$ cat src/rtl/id_ex_scoreboard_pkg.sv
// Shared ARM-pipeline types: register indices, data words and the decoded control bundle.
// No logic; constants and typedefs only.
// Imported by the scoreboard, its interface and the bench.
package arm_pipe_pkg;

    localparam int REG_IDX_W = 4;
    localparam int NREG      = 16;
    localparam int WORD_W    = 32;
    localparam int CNT_W     = 2;
    localparam int CTRL_W    = 9;

    typedef logic [REG_IDX_W-1:0] reg_idx_t;
    typedef logic [WORD_W-1:0]    word_t;
    typedef logic [CNT_W-1:0]     cnt_t;

    // Highest count a register can reach before decode must stall on a new writer.
    localparam cnt_t CNT_MAX = '1;

    typedef struct packed {
        logic [3:0] exe_cmd;
        logic       mem_r;
        logic       mem_w;
        logic       wb_en;
        logic       s;
        logic       b;
    } ctrl_t;

    // True when an enabled access targets the given register.
    function automatic logic reg_hit(input logic en, input reg_idx_t a, input reg_idx_t b);
        return en && (a == b);
    endfunction

endpackage

$ cat src/rtl/id_ex_scoreboard_if.sv
// Decode/write-back/EX signal bundle for the ID->EX stage with its scoreboard.
// No latency of its own; plain wires.
// The stage only throttles decode through id_stall; write-back is never held off.
interface id_ex_scoreboard_if;
    import arm_pipe_pkg::*;

    logic     id_valid;
    reg_idx_t id_src1;
    reg_idx_t id_src2;
    logic     id_two_src;
    logic     id_wb_en;
    reg_idx_t id_dest;
    word_t    id_val1;
    word_t    id_val2;
    ctrl_t    id_ctrl;
    logic     freeze;
    logic     flush;
    logic     wb_en;
    reg_idx_t wb_dest;

    logic     id_stall;
    logic     ex_valid;
    logic     ex_wb_en;
    reg_idx_t ex_dest;
    word_t    ex_val1;
    word_t    ex_val2;
    ctrl_t    ex_ctrl;

    // Pipeline side: decode, hazard control and write-back drive the stage.
    modport master (
        output id_valid, id_src1, id_src2, id_two_src, id_wb_en, id_dest,
               id_val1, id_val2, id_ctrl, freeze, flush, wb_en, wb_dest,
        input  id_stall, ex_valid, ex_wb_en, ex_dest, ex_val1, ex_val2, ex_ctrl
    );

    // Stage side.
    modport slave (
        input  id_valid, id_src1, id_src2, id_two_src, id_wb_en, id_dest,
               id_val1, id_val2, id_ctrl, freeze, flush, wb_en, wb_dest,
        output id_stall, ex_valid, ex_wb_en, ex_dest, ex_val1, ex_val2, ex_ctrl
    );

endinterface

$ cat src/rtl/id_ex_scoreboard_sb.sv
// Per-register outstanding-write counters with RAW and saturation hazard detection.
// Hazard output is combinational; counters update one cycle after issue/retire/flush.
// Never stalls itself; decode is held via hazard_o when a source is pending or dest is full.
module reg_scoreboard
    import arm_pipe_pkg::*;
(
    input  logic     clk,
    input  logic     rst,
    input  reg_idx_t src1_i,
    input  reg_idx_t src2_i,
    input  logic     two_src_i,
    input  logic     id_wb_en_i,
    input  reg_idx_t dest_i,
    input  logic     issue_i,
    input  logic     wb_en_i,
    input  reg_idx_t wb_dest_i,
    input  logic     flush_i,
    input  logic     ex_valid_i,
    input  logic     ex_wb_en_i,
    input  reg_idx_t ex_dest_i,
    output logic     hazard_o
);

    cnt_t           cnt_q [NREG];
    cnt_t           cnt_d [NREG];
    logic [NREG-1:0] uf;

    logic ret1;
    logic ret2;
    logic haz1;
    logic haz2;
    logic sat;

    // A write-back this cycle is already visible in the register file, so it clears the hazard.
    always_comb begin
        ret1     = reg_hit(wb_en_i, wb_dest_i, src1_i);
        ret2     = reg_hit(wb_en_i, wb_dest_i, src2_i);
        haz1     = cnt_q[src1_i] > cnt_t'(ret1);
        haz2     = two_src_i && (cnt_q[src2_i] > cnt_t'(ret2));
        sat      = id_wb_en_i && (cnt_q[dest_i] == CNT_MAX);
        hazard_o = haz1 || haz2 || sat;
    end

    // Next count = cnt + inc - retire - flush rollback, clamped at zero on underflow.
    always_comb begin
        for (int r = 0; r < NREG; r++) begin
            logic [CNT_W:0] up;
            logic [CNT_W:0] dn;
            up = {1'b0, cnt_q[r]} + {{CNT_W{1'b0}}, issue_i && reg_hit(id_wb_en_i, dest_i, reg_idx_t'(r))};
            dn = {{CNT_W{1'b0}}, reg_hit(wb_en_i, wb_dest_i, reg_idx_t'(r))}
               + {{CNT_W{1'b0}}, flush_i && ex_valid_i && reg_hit(ex_wb_en_i, ex_dest_i, reg_idx_t'(r))};
            if (up < dn) begin
                cnt_d[r] = '0;
                uf[r]    = 1'b1;
            end else begin
                cnt_d[r] = cnt_t'(up - dn);
                uf[r]    = 1'b0;
            end
        end
    end

    // Counter array register.
    always_ff @(posedge clk or negedge rst) begin
        if (!rst) begin
            for (int r = 0; r < NREG; r++) cnt_q[r] <= '0;
        end else begin
            for (int r = 0; r < NREG; r++) cnt_q[r] <= cnt_d[r];
        end
    end

    // A retire or rollback with nothing outstanding means the pipeline lost track of a write.
    always @(posedge clk) begin
        if (rst) begin
            assert (uf == '0)
                else $error("reg_scoreboard: counter underflow, mask=%h", uf);
        end
    end

endmodule

$ cat src/rtl/id_ex_scoreboard.sv
// ID->EX pipeline register with integrated outstanding-write scoreboard.
// One cycle ID to EX; id_stall is combinational from the current counters.
// Priority flush > freeze > issue > bubble; freeze holds EX and stalls decode.
module id_ex_scoreboard
    import arm_pipe_pkg::*;
(
    input logic               clk,
    input logic               rst,
    id_ex_scoreboard_if.slave bus
);

    logic     hazard;
    logic     stall;
    logic     issue;

    logic     ex_valid_q, ex_valid_d;
    logic     ex_wb_en_q, ex_wb_en_d;
    reg_idx_t ex_dest_q,  ex_dest_d;
    word_t    ex_val1_q,  ex_val1_d;
    word_t    ex_val2_q,  ex_val2_d;
    ctrl_t    ex_ctrl_q,  ex_ctrl_d;

    reg_scoreboard u_sb (
        .clk        (clk),
        .rst        (rst),
        .src1_i     (bus.id_src1),
        .src2_i     (bus.id_src2),
        .two_src_i  (bus.id_two_src),
        .id_wb_en_i (bus.id_wb_en),
        .dest_i     (bus.id_dest),
        .issue_i    (issue),
        .wb_en_i    (bus.wb_en),
        .wb_dest_i  (bus.wb_dest),
        .flush_i    (bus.flush),
        .ex_valid_i (ex_valid_q),
        .ex_wb_en_i (ex_wb_en_q),
        .ex_dest_i  (ex_dest_q),
        .hazard_o   (hazard)
    );

    // Stall and issue decision; flush kills the ID instruction so decode need not hold.
    always_comb begin
        stall = bus.id_valid && (hazard || bus.freeze) && !bus.flush;
        issue = bus.id_valid && !stall && !bus.flush && !bus.freeze;
    end

    // EX register next state in priority order.
    always_comb begin
        ex_valid_d = ex_valid_q;
        ex_wb_en_d = ex_wb_en_q;
        ex_dest_d  = ex_dest_q;
        ex_val1_d  = ex_val1_q;
        ex_val2_d  = ex_val2_q;
        ex_ctrl_d  = ex_ctrl_q;
        if (bus.flush) begin
            ex_valid_d = 1'b0;
            ex_wb_en_d = 1'b0;
        end else if (bus.freeze) begin
            ex_valid_d = ex_valid_q;
        end else if (issue) begin
            ex_valid_d = 1'b1;
            ex_wb_en_d = bus.id_wb_en;
            ex_dest_d  = bus.id_dest;
            ex_val1_d  = bus.id_val1;
            ex_val2_d  = bus.id_val2;
            ex_ctrl_d  = bus.id_ctrl;
        end else begin
            ex_valid_d = 1'b0;
            ex_wb_en_d = 1'b0;
        end
    end

    // EX pipeline register.
    always_ff @(posedge clk or negedge rst) begin
        if (!rst) begin
            ex_valid_q <= 1'b0;
            ex_wb_en_q <= 1'b0;
            ex_dest_q  <= '0;
            ex_val1_q  <= '0;
            ex_val2_q  <= '0;
            ex_ctrl_q  <= '0;
        end else begin
            ex_valid_q <= ex_valid_d;
            ex_wb_en_q <= ex_wb_en_d;
            ex_dest_q  <= ex_dest_d;
            ex_val1_q  <= ex_val1_d;
            ex_val2_q  <= ex_val2_d;
            ex_ctrl_q  <= ex_ctrl_d;
        end
    end

    assign bus.id_stall = stall;
    assign bus.ex_valid = ex_valid_q;
    assign bus.ex_wb_en = ex_wb_en_q;
    assign bus.ex_dest  = ex_dest_q;
    assign bus.ex_val1  = ex_val1_q;
    assign bus.ex_val2  = ex_val2_q;
    assign bus.ex_ctrl  = ex_ctrl_q;

endmodule

$ cat src/flat_wrapper.sv
// flat-port wrapper written by rule: the top's interface ports become plain ports
module id_ex_scoreboard_flat import arm_pipe_pkg::*;
  (clk, rst, bus_id_valid, bus_id_src1, bus_id_src2, bus_id_two_src, bus_id_wb_en, bus_id_dest, bus_id_val1, bus_id_val2, bus_id_ctrl, bus_freeze, bus_flush, bus_wb_en, bus_wb_dest, bus_id_stall, bus_ex_valid, bus_ex_wb_en, bus_ex_dest, bus_ex_val1, bus_ex_val2, bus_ex_ctrl);
  id_ex_scoreboard_if bus_i ();
  input logic clk;
  input logic rst;
  input wire logic [$bits(bus_i.id_valid)-1:0] bus_id_valid;
  input wire logic [$bits(bus_i.id_src1)-1:0] bus_id_src1;
  input wire logic [$bits(bus_i.id_src2)-1:0] bus_id_src2;
  input wire logic [$bits(bus_i.id_two_src)-1:0] bus_id_two_src;
  input wire logic [$bits(bus_i.id_wb_en)-1:0] bus_id_wb_en;
  input wire logic [$bits(bus_i.id_dest)-1:0] bus_id_dest;
  input wire logic [$bits(bus_i.id_val1)-1:0] bus_id_val1;
  input wire logic [$bits(bus_i.id_val2)-1:0] bus_id_val2;
  input wire logic [$bits(bus_i.id_ctrl)-1:0] bus_id_ctrl;
  input wire logic [$bits(bus_i.freeze)-1:0] bus_freeze;
  input wire logic [$bits(bus_i.flush)-1:0] bus_flush;
  input wire logic [$bits(bus_i.wb_en)-1:0] bus_wb_en;
  input wire logic [$bits(bus_i.wb_dest)-1:0] bus_wb_dest;
  output wire logic [$bits(bus_i.id_stall)-1:0] bus_id_stall;
  output wire logic [$bits(bus_i.ex_valid)-1:0] bus_ex_valid;
  output wire logic [$bits(bus_i.ex_wb_en)-1:0] bus_ex_wb_en;
  output wire logic [$bits(bus_i.ex_dest)-1:0] bus_ex_dest;
  output wire logic [$bits(bus_i.ex_val1)-1:0] bus_ex_val1;
  output wire logic [$bits(bus_i.ex_val2)-1:0] bus_ex_val2;
  output wire logic [$bits(bus_i.ex_ctrl)-1:0] bus_ex_ctrl;
  assign bus_i.id_valid = bus_id_valid;
  assign bus_i.id_src1 = bus_id_src1;
  assign bus_i.id_src2 = bus_id_src2;
  assign bus_i.id_two_src = bus_id_two_src;
  assign bus_i.id_wb_en = bus_id_wb_en;
  assign bus_i.id_dest = bus_id_dest;
  assign bus_i.id_val1 = bus_id_val1;
  assign bus_i.id_val2 = bus_id_val2;
  assign bus_i.id_ctrl = bus_id_ctrl;
  assign bus_i.freeze = bus_freeze;
  assign bus_i.flush = bus_flush;
  assign bus_i.wb_en = bus_wb_en;
  assign bus_i.wb_dest = bus_wb_dest;
  assign bus_id_stall = bus_i.id_stall;
  assign bus_ex_valid = bus_i.ex_valid;
  assign bus_ex_wb_en = bus_i.ex_wb_en;
  assign bus_ex_dest = bus_i.ex_dest;
  assign bus_ex_val1 = bus_i.ex_val1;
  assign bus_ex_val2 = bus_i.ex_val2;
  assign bus_ex_ctrl = bus_i.ex_ctrl;
  id_ex_scoreboard u_core (.clk(clk), .rst(rst), .bus(bus_i));
endmodule
$ cat config.mk
export PLATFORM = sky130hd
export DESIGN_NAME = id_ex_scoreboard_flat
export DESIGN_NICKNAME = d
export VERILOG_FILES = /design/src/rtl/id_ex_scoreboard_pkg.sv /design/src/rtl/id_ex_scoreboard_if.sv /design/src/rtl/id_ex_scoreboard_sb.sv /design/src/rtl/id_ex_scoreboard.sv /design/src/flat_wrapper.sv
export SDC_FILE = /design/constraint.sdc
export NUM_CORES = 1
export LEC_CHECK = 0
export ABC_AREA = 1
export BUFFER_PORTS_ARGS = -buffer_cell sky130_fd_sc_hd__buf_2
export CORE_ASPECT_RATIO = 1.1
export CORE_MARGIN = 2
export CORE_UTILIZATION = 40
export CTS_CLUSTER_SIZE = 40
export DETAILED_ROUTE_END_ITERATION = 16
export PLACE_DENSITY = 0.67
export RECOVER_POWER = 100
export SKIP_LAST_GASP = 1
export SLEW_MARGIN = 20
export SYNTH_ARGS = -nofsm -noshare
export SYNTH_HDL_FRONTEND = slang
export SYNTH_HIERARCHICAL = 1
export SYNTH_SLANG_ARGS = --single-unit
$ cat constraint.sdc
create_clock -name clk -period 9.8 [get_ports clk]
set_input_delay 0.98 -clock clk [delete_from_list [all_inputs] [get_ports clk]]
set_output_delay 0.98 -clock clk [all_outputs]
set_load 0.03 [all_outputs]
==> impl_metrics.prom, run 1 <==
# TYPE chip_impl_metric gauge
chip_impl_metric{name="finalCritPeriodShare",unit=""} 0.637
chip_impl_metric{name="finalMaxSlewViolations",unit=""} 193
chip_impl_metric{name="h-tree-depth",unit=""} 3
chip_impl_info{name="clock-root-buffer",value="sky130_fd_sc_hd__clkbuf_16"} 1
chip_impl_metric{name="cts.sink_count",unit=""} 111
chip_impl_metric{name="ys_types",unit=""} 28
chip_impl_metric{name="total_i_o_pin_count",unit=""} 177
chip_impl_metric{name="synthesized_area_per_cell",unit="um2"} 7.70
chip_impl_info{name="synth_area_leaders",value="sky130_fd_sc_hd__dfrtp_1, sky130_fd_sc_hd__nand2_1, sky130_fd_sc_hd__ha_1"} 1
chip_impl_metric{name="final_antenna_net_count",unit=""} 0
chip_impl_info{name="violated_checks",value="max-capacitance violations, max-slew violations"} 1
chip_impl_metric{name="max-vdd-ir-drop",unit="mV"} 0.179
chip_impl_metric{name="number_of_enable_type_register_cells_in_the_synthesized_netlist",unit=""} 0
chip_impl_metric{name="detail_route.drc_violations",unit=""} 0
chip_impl_metric{name="final_core_utilization",unit=""} 0.474
chip_impl_metric{name="layout.cells.non_filler",unit=""} 1330
chip_impl_metric{name="grt_overflow_total",unit=""} 0
chip_impl_metric{name="async_reset_ff_frac",unit=""} 1.00
chip_impl_metric{name="finalNetCount",unit=""} 1266
chip_impl_metric{name="design.core.area",unit="um2"} 17700
chip_impl_metric{name="worst_tran_pin_value",unit="ns"} 3.73
chip_impl_info{name="tritoncts",value="yes"} 1
chip_impl_metric{name="cp_num_buf_inv",unit=""} 4
chip_impl_info{name="library_cell_occupying_the_most_area_in_the_post_synthesis_netlist",value="sky130_fd_sc_hd__dfrtp_1"} 1
chip_impl_metric{name="proportion_of_layout_cells_with_a_drive_suffix_above_1",unit=""} 0.124
chip_impl_metric{name="synth_top_cell_area_share",unit=""} 0.386
chip_impl_info{name="critical-path-slowest-cell",value="sky130_fd_sc_hd__clkbuf_1"} 1
chip_impl_metric{name="area_after_dpl",unit="um2"} 8190
chip_impl_info{name="status",value="finished with violations"} 1
chip_impl_metric{name="postCtsSetupBuffers",unit=""} 0
chip_impl_metric{name="critical_path_peak_fanout",unit=""} 78
chip_impl_metric{name="setup_viol",unit=""} 0
chip_impl_metric{name="hpwl",unit="um"} 15300
chip_impl_metric{name="dr_total_vias",unit=""} 6610
chip_impl_info{name="timing.critical_path.max_delay_family",value="buffers and inverters"} 1
chip_impl_info{name="rsz0062_at_grt",value="no"} 1
chip_impl_metric{name="path_clk_slew",unit="ns"} 0.09
chip_impl_metric{name="synth_sequential_area_ratio",unit=""} 0.386
chip_impl_metric{name="synth-xor-area-share",unit=""} 0.00244
chip_impl_metric{name="drt_iter0_markers",unit=""} 328
chip_impl_info{name="worst_path_most_repeated_cell",value="sky130_fd_sc_hd__nand2_1"} 1
chip_impl_metric{name="floorplan.initialDensity",unit=""} 0.407
chip_impl_metric{name="syn-num-nets",unit=""} 1113
chip_impl_info{name="critical_path_cell_by_cell",value="clkbuf_1, inv_1, o21ai_0, o21ai_0, o211ai_1, nand2_1, inv_1, ha_1, or2_2, nand2_1, nor2_1, nand3_1, nor2_1, clkbuf_1, nand3_1, nand2_1"} 1
chip_impl_metric{name="chipHeight",unit="um"} 145
chip_impl_metric{name="power_leakage",unit="uW"} 0.00448
chip_impl_metric{name="count_of_final_hold_check_violations",unit=""} 0
chip_impl_metric{name="cts_hold_buf",unit=""} 0
chip_impl_metric{name="diodes",unit=""} 0
chip_impl_metric{name="cts_resized",unit=""} 0
chip_impl_metric{name="dp.cells",unit=""} 1314
chip_impl_metric{name="number_of_antenna_violations_at_the_first_check_in_global_routing",unit=""} 0
chip_impl_metric{name="yosys.area_share.simple",unit=""} 0.297
chip_impl_metric{name="area_growth_syn_to_layout",unit="%"} 16.5
chip_impl_metric{name="max_slew_margin",unit=""} -1.49
chip_impl_metric{name="synth_cells",unit=""} 934
chip_impl_info{name="yosys.cell_count.top_type",value="sky130_fd_sc_hd__nand2_1"} 1
chip_impl_metric{name="route.detailed.wl_per_inst",unit="um"} 15.4
chip_impl_info{name="yosys-top-cells-count",value="sky130_fd_sc_hd__nand2_1, sky130_fd_sc_hd__nand3_1, sky130_fd_sc_hd__dfrtp_1"} 1
chip_impl_metric{name="cpPeakStageDelay",unit="ns"} 2.40
chip_impl_metric{name="route.final.wire_length",unit="um"} 20500
chip_impl_metric{name="power.density_cell_area",unit="nW/um2"} 229
chip_impl_metric{name="clk-insertion-delay-late",unit="ns"} 0.36
chip_impl_metric{name="ys_warn_count",unit=""} 6
chip_impl_metric{name="worst-endpoint-required",unit="ns"} 10.09
chip_impl_metric{name="cts-buffers-inserted",unit=""} 9
chip_impl_metric{name="synth_compound_gate_area_share",unit=""} 0.0789
chip_impl_metric{name="finalWorstPathRequiredPeriod",unit="ns"} 6.24
chip_impl_metric{name="fin_clk_skew",unit="ns"} 0.0188
chip_impl_metric{name="grt_pass1_vias",unit=""} 6230
chip_impl_metric{name="grtUsageTotal",unit=""} 0.219
chip_impl_info{name="min-delay-path-class",value="flip-flop to flip-flop"} 1
chip_impl_metric{name="setup_tns_final",unit="ns"} 0
chip_impl_info{name="synth_top_family_by_area",value="simple AND/OR/NAND/NOR gates"} 1
chip_impl_metric{name="fillCellCount",unit=""} 1832
chip_impl_metric{name="largest_net_degree_at_the_start_of_global_routing",unit=""} 80
chip_impl_info{name="dominantRegCellSynth",value="sky130_fd_sc_hd__dfrtp_1"} 1
chip_impl_metric{name="maxCapViolations",unit=""} 3
chip_impl_metric{name="syn-cell-area",unit="um2"} 7190
chip_impl_info{name="critPathLaunchType",value="input pin"} 1
chip_impl_metric{name="final_cell_area",unit="um2"} 8380
chip_impl_metric{name="grt_pass1_wl",unit="um"} 32700
chip_impl_metric{name="cts_buffer_depth",unit=""} 2
chip_impl_metric{name="route.detailed.vias_per_inst",unit=""} 4.97
chip_impl_metric{name="ys_seq_elements",unit=""} 111
chip_impl_metric{name="placement_rows",unit=""} 51
chip_impl_metric{name="synth_fa_ha_area_frac",unit=""} 0.159
chip_impl_metric{name="floorplan.die_area",unit="um2"} 19100
chip_impl_metric{name="dr.pass1.iters",unit=""} 4
chip_impl_metric{name="critical_path_arrival",unit="ns"} 6.53
chip_impl_metric{name="quantity_of_i_o_buffers_inserted_on_ports",unit=""} 176
chip_impl_info{name="crit_path_end_kind",value="flip-flop"} 1
chip_impl_info{name="timing_worst_setup_path_type",value="input pin to flip-flop"} 1
chip_impl_metric{name="synth.area.mux_share",unit=""} 0
chip_impl_metric{name="clock.fmax",unit="MHz"} 160
chip_impl_metric{name="gp_congestion",unit=""} 0.918
chip_impl_metric{name="floorplan.die.width",unit="um"} 132
-- layout make-up --
type / instances / area [um2] / area share
clock buffers: 9 / 225 / 0.0269
clock inverters: 7 / 83.8 / 0.0100
repair buffers: 180 / 801 / 0.0956
inverters: 89 / 334 / 0.0399
well taps: 238 / 298 / 0.0355
flip-flops and latches: 111 / 2780 / 0.332
multi-input cells: 696 / 3860 / 0.460
-- path summary, 6_finish.rpt --
kind | start | end | slack [ns] | cells past startpoint
worst min-delay path | u_core/bus.ex_val1[25] | u_core/bus.ex_val1[25] | 0.47 | 2
worst max-delay path | bus_id_src1[0] | u_core/bus.ex_val1[6] | 3.56 | 16
worst min register to register | u_core/bus.ex_val1[25] | u_core/bus.ex_val1[25] | 0.47 | 2
min in group asynchronous | rst | u_core/bus.ex_val2[31] | 1.30 | 1
worst max register to register | u_core/u_sb/cnt_q[20] | u_core/bus.ex_val1[6] | 4.62 | 16
max in group asynchronous | rst | u_core/u_sb/cnt_q[21] | 4.03 | 2
-- logic make-up after synthesis --
| kind of cell | count (synthesis) |
|---|---|
| simple gates | 521 |
| buf+inv | 127 |
| flops | 111 |
| compound gates | 91 |
| fa+ha+maj | 82 |
| xor+xnor | 2 |
-- flip-flops by register name (all words and copies together) (netlist names) --
signal,cells
u_core/bus.ex_ctrl,9
u_core/bus.ex_dest,4
u_core/bus.ex_val1,32
u_core/bus.ex_val2,32
u_core/bus.ex_valid,1
u_core/bus.ex_wb_en,1
u_core/u_sb/cnt_q,32
-- power by group --
group          internal [uW]  switching (uW)
registers                630             142
logic                    213             556
clock network            183             195
total                   1030             894
-- layer usage --
metal,share of wire,GRT usage
met5,0,0
met4,0.023,0.0738
met3,0.071,0.0494
met2,0.46,0.359
met1,0.44,0.287
-- cells in the final DEF, fill, tap and decap left out --
cell,count
sky130_fd_sc_hd__nand2_1,309
sky130_fd_sc_hd__nand3_1,117
sky130_fd_sc_hd__dfrtp_1,111
sky130_fd_sc_hd__buf_2,94
sky130_fd_sc_hd__nor2_1,87
sky130_fd_sc_hd__inv_1,85
sky130_fd_sc_hd__clkbuf_1,84
sky130_fd_sc_hd__ha_1,66
sky130_fd_sc_hd__o21ai_0,38
sky130_fd_sc_hd__a21oi_1,23
sky130_fd_sc_hd__o21ba_2,16
sky130_fd_sc_hd__fa_1,16
sky130_fd_sc_hd__o211ai_1,10
sky130_fd_sc_hd__clkbuf_16,9
sky130_fd_sc_hd__inv_6,4
sky130_fd_sc_hd__clkinv_8,3
sky130_fd_sc_hd__inv_2,3
sky130_fd_sc_hd__buf_4,2
sky130_fd_sc_hd__xor2_1,2
sky130_fd_sc_hd__o22ai_1,2
sky130_fd_sc_hd__nor4_1,2
sky130_fd_sc_hd__or2_2,2
sky130_fd_sc_hd__nor3_1,1
sky130_fd_sc_hd__nor2_4,1
sky130_fd_sc_hd__nand2_2,1
sky130_fd_sc_hd__nand3b_1,1
sky130_fd_sc_hd__o221ai_1,1
sky130_fd_sc_hd__clkinv_1,1
sky130_fd_sc_hd__o21ai_1,1
-- tightest hold or removal path, stage by stage (launching register included) --
cell	delay, ns
sky130_fd_sc_hd__dfrtp_1	0.35
sky130_fd_sc_hd__nand2_1	0.05
sky130_fd_sc_hd__nand2_1	0.04
-- through the flow --
stage	power (uW)	hold WS [ns]	worst slack (ns)
floorplan	1300	0.648	5.31
global placement	1580	0.450	4.62
detailed placement	1590	0.453	4.56
CTS	1980	0.473	4.95
global route	2060	0.497	2.85
finish	1920	0.475	3.56
(Power assumes the default switching activity.)
==> run 2: changes to the inputs <==
Clock period 9.8 ns to 6.2 ns, I/O delays scaled along.
==> impl_metrics.prom, run 2 (same netlist as run 1, synthesis figures left out) <==
# TYPE chip_impl_metric gauge
chip_impl_metric{name="floorplan.initialDensity",unit=""} 0.407
chip_impl_metric{name="postCtsSetupBuffers",unit=""} 0
chip_impl_info{name="status",value="finished with violations"} 1
chip_impl_metric{name="worst-endpoint-required",unit="ns"} 5.58
chip_impl_metric{name="cts_resized",unit=""} 0
chip_impl_metric{name="design.core.area",unit="um2"} 17700
chip_impl_metric{name="count_of_final_hold_check_violations",unit=""} 0
chip_impl_info{name="crit_path_end_kind",value="primary output"} 1
chip_impl_metric{name="route.detailed.wl_per_inst",unit="um"} 15.3
chip_impl_metric{name="chipHeight",unit="um"} 145
chip_impl_metric{name="setup_tns_final",unit="ns"} 0
chip_impl_metric{name="clk-insertion-delay-late",unit="ns"} 0.36
chip_impl_metric{name="quantity_of_i_o_buffers_inserted_on_ports",unit=""} 176
chip_impl_metric{name="fin_hold_ws",unit="ns"} 0.472
chip_impl_metric{name="route.final.wire_length",unit="um"} 20300
chip_impl_metric{name="grt_overflow_total",unit=""} 0
chip_impl_metric{name="route.detailed.vias_per_inst",unit=""} 5.06
chip_impl_info{name="rsz0062_at_grt",value="no"} 1
chip_impl_metric{name="largest_net_degree_at_the_start_of_global_routing",unit=""} 80
chip_impl_metric{name="floorplan.die_area",unit="um2"} 19100
chip_impl_info{name="clock-root-buffer",value="sky130_fd_sc_hd__clkbuf_16"} 1
chip_impl_metric{name="gp_congestion",unit=""} 0.977
chip_impl_metric{name="worst_tran_pin_value",unit="ns"} 2.92
chip_impl_metric{name="finalWorstPathRequiredPeriod",unit="ns"} 4.79
chip_impl_metric{name="area_after_dpl",unit="um2"} 8190
chip_impl_metric{name="grt_pass1_wl",unit="um"} 32800
chip_impl_metric{name="layout.cells.non_filler",unit=""} 1331
chip_impl_info{name="critPathLaunchType",value="input pin"} 1
chip_impl_metric{name="path_clk_slew",unit="ns"} 0.08
chip_impl_info{name="timing_worst_setup_path_type",value="input pin to primary output"} 1
chip_impl_metric{name="max-vdd-ir-drop",unit="mV"} 0.254
chip_impl_metric{name="floorplan.die.width",unit="um"} 132
chip_impl_metric{name="grtUsageTotal",unit=""} 0.218
chip_impl_info{name="violated_checks",value="max-capacitance violations, max-slew violations"} 1
chip_impl_metric{name="number_of_antenna_violations_at_the_first_check_in_global_routing",unit=""} 2
chip_impl_metric{name="placement_rows",unit=""} 51
chip_impl_metric{name="cts-buffers-inserted",unit=""} 9
chip_impl_metric{name="finalNetCount",unit=""} 1266
chip_impl_metric{name="dr.pass1.iters",unit=""} 5
chip_impl_metric{name="final_cell_area",unit="um2"} 8380
chip_impl_metric{name="cts_hold_buf",unit=""} 0
chip_impl_metric{name="grt_pass1_vias",unit=""} 6468
chip_impl_metric{name="dp.cells",unit=""} 1314
chip_impl_metric{name="h-tree-depth",unit=""} 3
chip_impl_metric{name="proportion_of_layout_cells_with_a_drive_suffix_above_1",unit=""} 0.127
chip_impl_metric{name="drt_iter0_markers",unit=""} 383
chip_impl_metric{name="clock.fmax",unit="MHz"} 209
chip_impl_info{name="layout.cells.most_common_list",value="sky130_fd_sc_hd__nand2_1, sky130_fd_sc_hd__nand3_1, sky130_fd_sc_hd__dfrtp_1"} 1
chip_impl_metric{name="cts.sink_count",unit=""} 111
chip_impl_info{name="tritoncts",value="yes"} 1
chip_impl_metric{name="fin_clk_skew",unit="ns"} 0.0154
chip_impl_metric{name="max_slew_margin",unit=""} -0.948
chip_impl_metric{name="area_growth_syn_to_layout",unit="%"} 16.6
chip_impl_info{name="final_common_cell",value="sky130_fd_sc_hd__nand2_1"} 1
chip_impl_info{name="min-delay-path-class",value="flip-flop to flip-flop"} 1
chip_impl_metric{name="detail_route.drc_violations",unit=""} 0
chip_impl_metric{name="critical_path_peak_fanout",unit=""} 79
chip_impl_metric{name="finalCritPeriodShare",unit=""} 0.773
chip_impl_metric{name="final_antenna_net_count",unit=""} 0
chip_impl_metric{name="hpwl",unit="um"} 15000
chip_impl_metric{name="cts_buffer_depth",unit=""} 2
chip_impl_metric{name="power_leakage",unit="uW"} 0.00449
chip_impl_metric{name="finalMaxSlewViolations",unit=""} 216
chip_impl_metric{name="total_i_o_pin_count",unit=""} 177
chip_impl_metric{name="setup_viol",unit=""} 0
chip_impl_metric{name="dr_total_vias",unit=""} 6740
chip_impl_metric{name="maxCapViolations",unit=""} 4
chip_impl_metric{name="power.density_cell_area",unit="nW/um2"} 361
chip_impl_metric{name="critical_path_arrival",unit="ns"} 4.17
==> run 2: cell types whose count changed in the layout (fill, tap and decap cells not counted) <==
cell and change:
sky130_fd_sc_hd__buf_4 -1, sky130_fd_sc_hd__clkbuf_1 -4, sky130_fd_sc_hd__diode_2 +1, sky130_fd_sc_hd__clkbuf_2 +3
sky130_fd_sc_hd__clkinvlp_4 +1, sky130_fd_sc_hd__clkinv_4 +1, sky130_fd_sc_hd__inv_8 +1, sky130_fd_sc_hd__inv_6 -3
sky130_fd_sc_hd__buf_2 +2
==> run 2: final timing paths <==
| path | startpoint | end | slack (ns) | depth (start not counted) |
|---|---|---|---|---|
| setup / recovery | bus_id_src2[0] | bus_id_stall | 1.41 | 16 |
| hold / removal | u_core/bus.ex_val1[25] | u_core/bus.ex_val1[25] | 0.47 | 2 |
| setup reg to reg | u_core/u_sb/cnt_q[20] | u_core/bus.ex_val2[30] | 2.66 | 16 |
| hold reg to reg | u_core/bus.ex_val1[25] | u_core/bus.ex_val1[25] | 0.47 | 2 |
| max in group asynchronous | rst | u_core/bus.ex_dest[1] | 2.32 | 2 |
| min in group asynchronous | rst | u_core/bus.ex_val2[31] | 1.19 | 1 |
==> run 2: power breakdown <==
part	leakage, uW	internal (uW)	switching [uW]	total, uW
Clock	0.000146	289	314	603
Sequential	0.00142	995	214	1210
Combinational	0.00293	338	874	1210
==> run 2: per-stage QoR <==
step / utilization / total power (uW) / setup WS, ns
floorplan: - / 2060 / 2.20
global placement: 0.463 / 2480 / 2.10
detailed placement: 0.463 / 2500 / 2.06
CTS: 0.481 / 3120 / 2.18
global route: 0.474 / 3240 / 0.933
finish: 0.474 / 3020 / 1.41
==> run 2: area by class of cell <==
cell class | count | area [um2]
Fill cell | 1821 | 9290
Inverter | 89 | 334
Timing Repair Buffer | 180 | 803
Sequential cell | 111 | 2780
Clock buffer | 9 | 225
Clock inverter | 7 | 85.1
Tap cell | 238 | 298
Multi-Input combinational cell | 696 | 3860
Antenna cell | 1 | 2.50
==> run 2: worst max-delay path, stage by stage <==
cell                       delay, ns
sky130_fd_sc_hd__buf_2          0.33
sky130_fd_sc_hd__inv_1          0.25
sky130_fd_sc_hd__o21ai_0        0.18
sky130_fd_sc_hd__o21ai_0        0.10
sky130_fd_sc_hd__o211ai_1       0.17
sky130_fd_sc_hd__nand2_1        0.07
sky130_fd_sc_hd__inv_1          0.06
sky130_fd_sc_hd__ha_1           0.21
sky130_fd_sc_hd__or2_2          0.27
sky130_fd_sc_hd__nand2_1        0.08
sky130_fd_sc_hd__nand2_1        0.09
sky130_fd_sc_hd__nand3_1        0.10
sky130_fd_sc_hd__nor2_1         0.07
sky130_fd_sc_hd__clkbuf_2       0.82
sky130_fd_sc_hd__nor3_1         0.41
sky130_fd_sc_hd__buf_2          0.29
==> run 2: routing by layer <==
metal,vias up,part of all wire,GRT usage
li1,3284,-,-
met1,3128,0.42,0.282
met2,280,0.46,0.351
met3,46,0.081,0.0554
met4,2,0.032,0.0938
met5,-,0.00064,0
==> run 3: changes to the inputs <==
Settings changed: ABC_AREA 1 to 0, PLACE_DENSITY 0.67 to 0.7.
Clock period 6.2 ns to 3.92 ns, I/O delays scaled along.
==> impl_metrics.prom, run 3 <==
# TYPE chip_impl_metric gauge
chip_impl_info{name="crit_path_end_kind",value="flip-flop"} 1
chip_impl_metric{name="finalWorstPathRequiredPeriod",unit="ns"} 4.09
chip_impl_metric{name="grt_overflow_total",unit=""} 0
chip_impl_metric{name="area_after_dpl",unit="um2"} 8260
chip_impl_metric{name="setup_viol",unit=""} 25
chip_impl_metric{name="ys_seq_elements",unit=""} 111
chip_impl_metric{name="worst_tran_pin_value",unit="ns"} 2.78
chip_impl_info{name="dominantRegCellSynth",value="sky130_fd_sc_hd__dfrtp_1"} 1
chip_impl_metric{name="finalMaxSlewViolations",unit=""} 112
chip_impl_metric{name="async_reset_ff_frac",unit=""} 1.00
chip_impl_metric{name="proportion_of_layout_cells_with_a_drive_suffix_above_1",unit=""} 0.394
chip_impl_metric{name="drt_iter0_markers",unit=""} 242
chip_impl_metric{name="syn-cell-area",unit="um2"} 6820
chip_impl_metric{name="max-vdd-ir-drop",unit="mV"} 0.465
chip_impl_metric{name="worst-endpoint-required",unit="ns"} 4.17
chip_impl_metric{name="cts-buffers-inserted",unit=""} 9
chip_impl_metric{name="critical_path_arrival",unit="ns"} 4.33
chip_impl_info{name="final_common_cell",value="sky130_fd_sc_hd__dfrtp_1"} 1
chip_impl_metric{name="detail_route.drc_violations",unit=""} 0
chip_impl_metric{name="route.detailed.vias_per_inst",unit=""} 5.15
chip_impl_info{name="clock-root-buffer",value="sky130_fd_sc_hd__clkbuf_16"} 1
chip_impl_metric{name="path_clk_slew",unit="ns"} 0.09
chip_impl_metric{name="number_of_antenna_violations_at_the_first_check_in_global_routing",unit=""} 0
chip_impl_metric{name="power_leakage",unit="uW"} 0.00407
chip_impl_metric{name="placement_rows",unit=""} 50
chip_impl_metric{name="finalCritPeriodShare",unit=""} 1.04
chip_impl_metric{name="power.density_cell_area",unit="nW/um2"} 600
chip_impl_info{name="status",value="finished with violations"} 1
chip_impl_metric{name="count_of_final_hold_check_violations",unit=""} 0
chip_impl_metric{name="largest_net_degree_at_the_start_of_global_routing",unit=""} 112
chip_impl_info{name="timing_worst_setup_path_type",value="flip-flop to flip-flop"} 1
chip_impl_metric{name="fin_ws",unit="ns"} -0.169
chip_impl_metric{name="clock.fmax",unit="MHz"} 245
chip_impl_metric{name="fillCellCount",unit=""} 1524
chip_impl_metric{name="floorplan.initialDensity",unit=""} 0.404
chip_impl_metric{name="hpwl",unit="um"} 13300
chip_impl_metric{name="grtUsageTotal",unit=""} 0.199
chip_impl_metric{name="cts.sink_count",unit=""} 111
chip_impl_metric{name="synth_cells",unit=""} 548
chip_impl_info{name="min-delay-path-class",value="input pin to flip-flop"} 1
chip_impl_info{name="layout.cells.most_common_list",value="sky130_fd_sc_hd__dfrtp_1, sky130_fd_sc_hd__buf_2, sky130_fd_sc_hd__clkbuf_1"} 1
chip_impl_metric{name="route.detailed.wl_per_inst",unit="um"} 17.5
chip_impl_metric{name="setup_tns_final",unit="ns"} -1.85
chip_impl_metric{name="floorplan.die.width",unit="um"} 129
chip_impl_metric{name="cts_buffer_depth",unit=""} 2
chip_impl_metric{name="area.sequential",unit="um2"} 2780
chip_impl_metric{name="final_core_utilization",unit=""} 0.520
chip_impl_metric{name="fin_hold_ws",unit="ns"} 0.241
chip_impl_metric{name="area_growth_syn_to_layout",unit="%"} 28.8
chip_impl_metric{name="critical_path_peak_fanout",unit=""} 4
chip_impl_metric{name="ys_types",unit=""} 45
chip_impl_metric{name="gp_congestion",unit=""} 0.922
chip_impl_metric{name="diodes",unit=""} 0
chip_impl_metric{name="grt_pass1_vias",unit=""} 5334
chip_impl_info{name="library_cell_occupying_the_most_area_in_the_post_synthesis_netlist",value="sky130_fd_sc_hd__dfrtp_1"} 1
chip_impl_metric{name="chipHeight",unit="um"} 141
chip_impl_metric{name="dr_total_vias",unit=""} 5114
chip_impl_info{name="yosys-top-cells-count",value="sky130_fd_sc_hd__dfrtp_1, sky130_fd_sc_hd__nor2_1, sky130_fd_sc_hd__ha_1"} 1
chip_impl_metric{name="route.final.wire_length",unit="um"} 17400
chip_impl_metric{name="fin_clk_skew",unit="ns"} 0.0155
chip_impl_metric{name="dr.pass1.iters",unit=""} 4
chip_impl_metric{name="synth_top_cell_area_share",unit=""} 0.407
chip_impl_metric{name="max_slew_margin",unit=""} -0.856
chip_impl_info{name="violated_checks",value="max-capacitance violations, max-slew violations, negative setup slack"} 1
chip_impl_info{name="critPathLaunchType",value="flip-flop"} 1
chip_impl_metric{name="design.core.area",unit="um2"} 16900
chip_impl_metric{name="ys_warn_count",unit=""} 6
chip_impl_metric{name="maxCapViolations",unit=""} 1
chip_impl_metric{name="h-tree-depth",unit=""} 3
chip_impl_metric{name="finalNetCount",unit=""} 959
chip_impl_metric{name="syn-num-nets",unit=""} 727
chip_impl_metric{name="grt_pass1_wl",unit="um"} 27700
chip_impl_info{name="rsz0062_at_grt",value="yes"} 1
chip_impl_metric{name="clk-insertion-delay-late",unit="ns"} 0.36
chip_impl_metric{name="final_cell_area",unit="um2"} 8780
chip_impl_info{name="yosys.cell_count.top_type",value="sky130_fd_sc_hd__dfrtp_1"} 1
chip_impl_info{name="synth_area_leaders",value="sky130_fd_sc_hd__dfrtp_1, sky130_fd_sc_hd__ha_1, sky130_fd_sc_hd__mux2_2"} 1
chip_impl_info{name="tritoncts",value="yes"} 1
chip_impl_metric{name="quantity_of_i_o_buffers_inserted_on_ports",unit=""} 176
chip_impl_metric{name="total_i_o_pin_count",unit=""} 177
chip_impl_metric{name="r2r_setup_slack",unit="ns"} -0.17
chip_impl_metric{name="final_antenna_net_count",unit=""} 0
chip_impl_metric{name="synthesized_area_per_cell",unit="um2"} 12.4
chip_impl_metric{name="floorplan.die_area",unit="um2"} 18100
chip_impl_metric{name="multiInputGateArea",unit="um2"} 4020
chip_impl_metric{name="number_of_enable_type_register_cells_in_the_synthesized_netlist",unit=""} 0
chip_impl_metric{name="synth_sequential_area_ratio",unit=""} 0.407
run 3: cell types whose count changed after synthesis, sizes merged, moves of 12 or more:
cell	previous run	this run
a21oi	23	9
and2	0	17
buf	32	15
inv	88	35
mux2	0	80
mux4	0	24
nand2	310	12
nand3	117	2
nor2	88	76
o21ai	39	2
o21ba	16	0
xnor2	0	18
run 3: area by class of cell:
cell class,instances,share of cell area
inverters,35,0.0150
multi-input cells,383,0.458
flip-flops and latches,111,0.316
clock buffers,9,0.0256
well taps,208,0.0296
repair buffers,240,0.146
clock inverters,7,0.00940
run 3: routing by layer:
metal  up-vias  share of wire  track usage
li1       2374              -            -
met1      2512           0.41        0.256
met2       204           0.48        0.318
met3        24          0.094       0.0672
met4         0          0.021       0.0606
met5         -              0            0
run 3: logic make-up (layout without fill, tap and decap cells):
logic type,Yosys count,count (layout),share of synthesized area
mux,110,110,0.224
flops,111,111,0.407
xor+xnor,24,24,0.0308
fa+ha+maj,82,82,0.168
simple gates,148,148,0.111
buf+inv,54,291,0.0389
compound gates,19,19,0.0204
run 3: metrics by stage:
stage	setup WS [ns]	power (uW)	std cells
2_1_floorplan	-0.429	3510	548
3_3_place_gp	-0.331	4360	959
3_5_place_dp	-0.384	4400	959
4_1_cts	-0.0464	5400	985
5_1_grt	-0.344	5590	993
6_report	-0.169	5270	993
run 3: worst paths after layout:
| path | to | from | cells after the start |
|---|---|---|---|
| hold reg to reg | u_core/bus.ex_val1[4] | u_core/bus.ex_val1[4] | 1 |
| setup / recovery | u_core/u_sb/cnt_q[23] | u_core/u_sb/cnt_q[20] | 16 |
| setup reg to reg | u_core/u_sb/cnt_q[23] | u_core/u_sb/cnt_q[20] | 16 |
| max in group asynchronous | u_core/u_sb/cnt_q[0] | rst | 2 |
| hold / removal | u_core/bus.ex_val1[6] | bus_id_val1[6] | 2 |
| min in group asynchronous | u_core/u_sb/cnt_q[25] | rst | 2 |
run 3: repair_timing:
action | CTS | global route
setup buffers | 10 | 8
hold buffers | 0 | 0
endpoints found under the setup margin | 31 | 32
pin swaps | 14 | 20
gates resized for setup | 11 | 30
run 3: critical path: stages, from the launching register on:
cell	delay, ns
sky130_fd_sc_hd__dfrtp_2	0.47
sky130_fd_sc_hd__mux4_2	0.47
sky130_fd_sc_hd__mux4_2	0.47
sky130_fd_sc_hd__inv_2	0.08
sky130_fd_sc_hd__ha_4	0.14
sky130_fd_sc_hd__nor2_4	0.04
sky130_fd_sc_hd__a2111oi_4	0.19
sky130_fd_sc_hd__o221ai_2	0.19
sky130_fd_sc_hd__nor4b_4	0.31
sky130_fd_sc_hd__nand2_2	0.09
sky130_fd_sc_hd__or3_4	0.37
sky130_fd_sc_hd__buf_4	0.16
sky130_fd_sc_hd__nor2_4	0.09
sky130_fd_sc_hd__ha_4	0.16
sky130_fd_sc_hd__fa_1	0.45
sky130_fd_sc_hd__xnor2_1	0.14
sky130_fd_sc_hd__and2_1	0.15
run 3: where the power goes:
part           internal, uW  switching (uW)
combinational           879            1480
clock                   461             489
sequential             1630             332
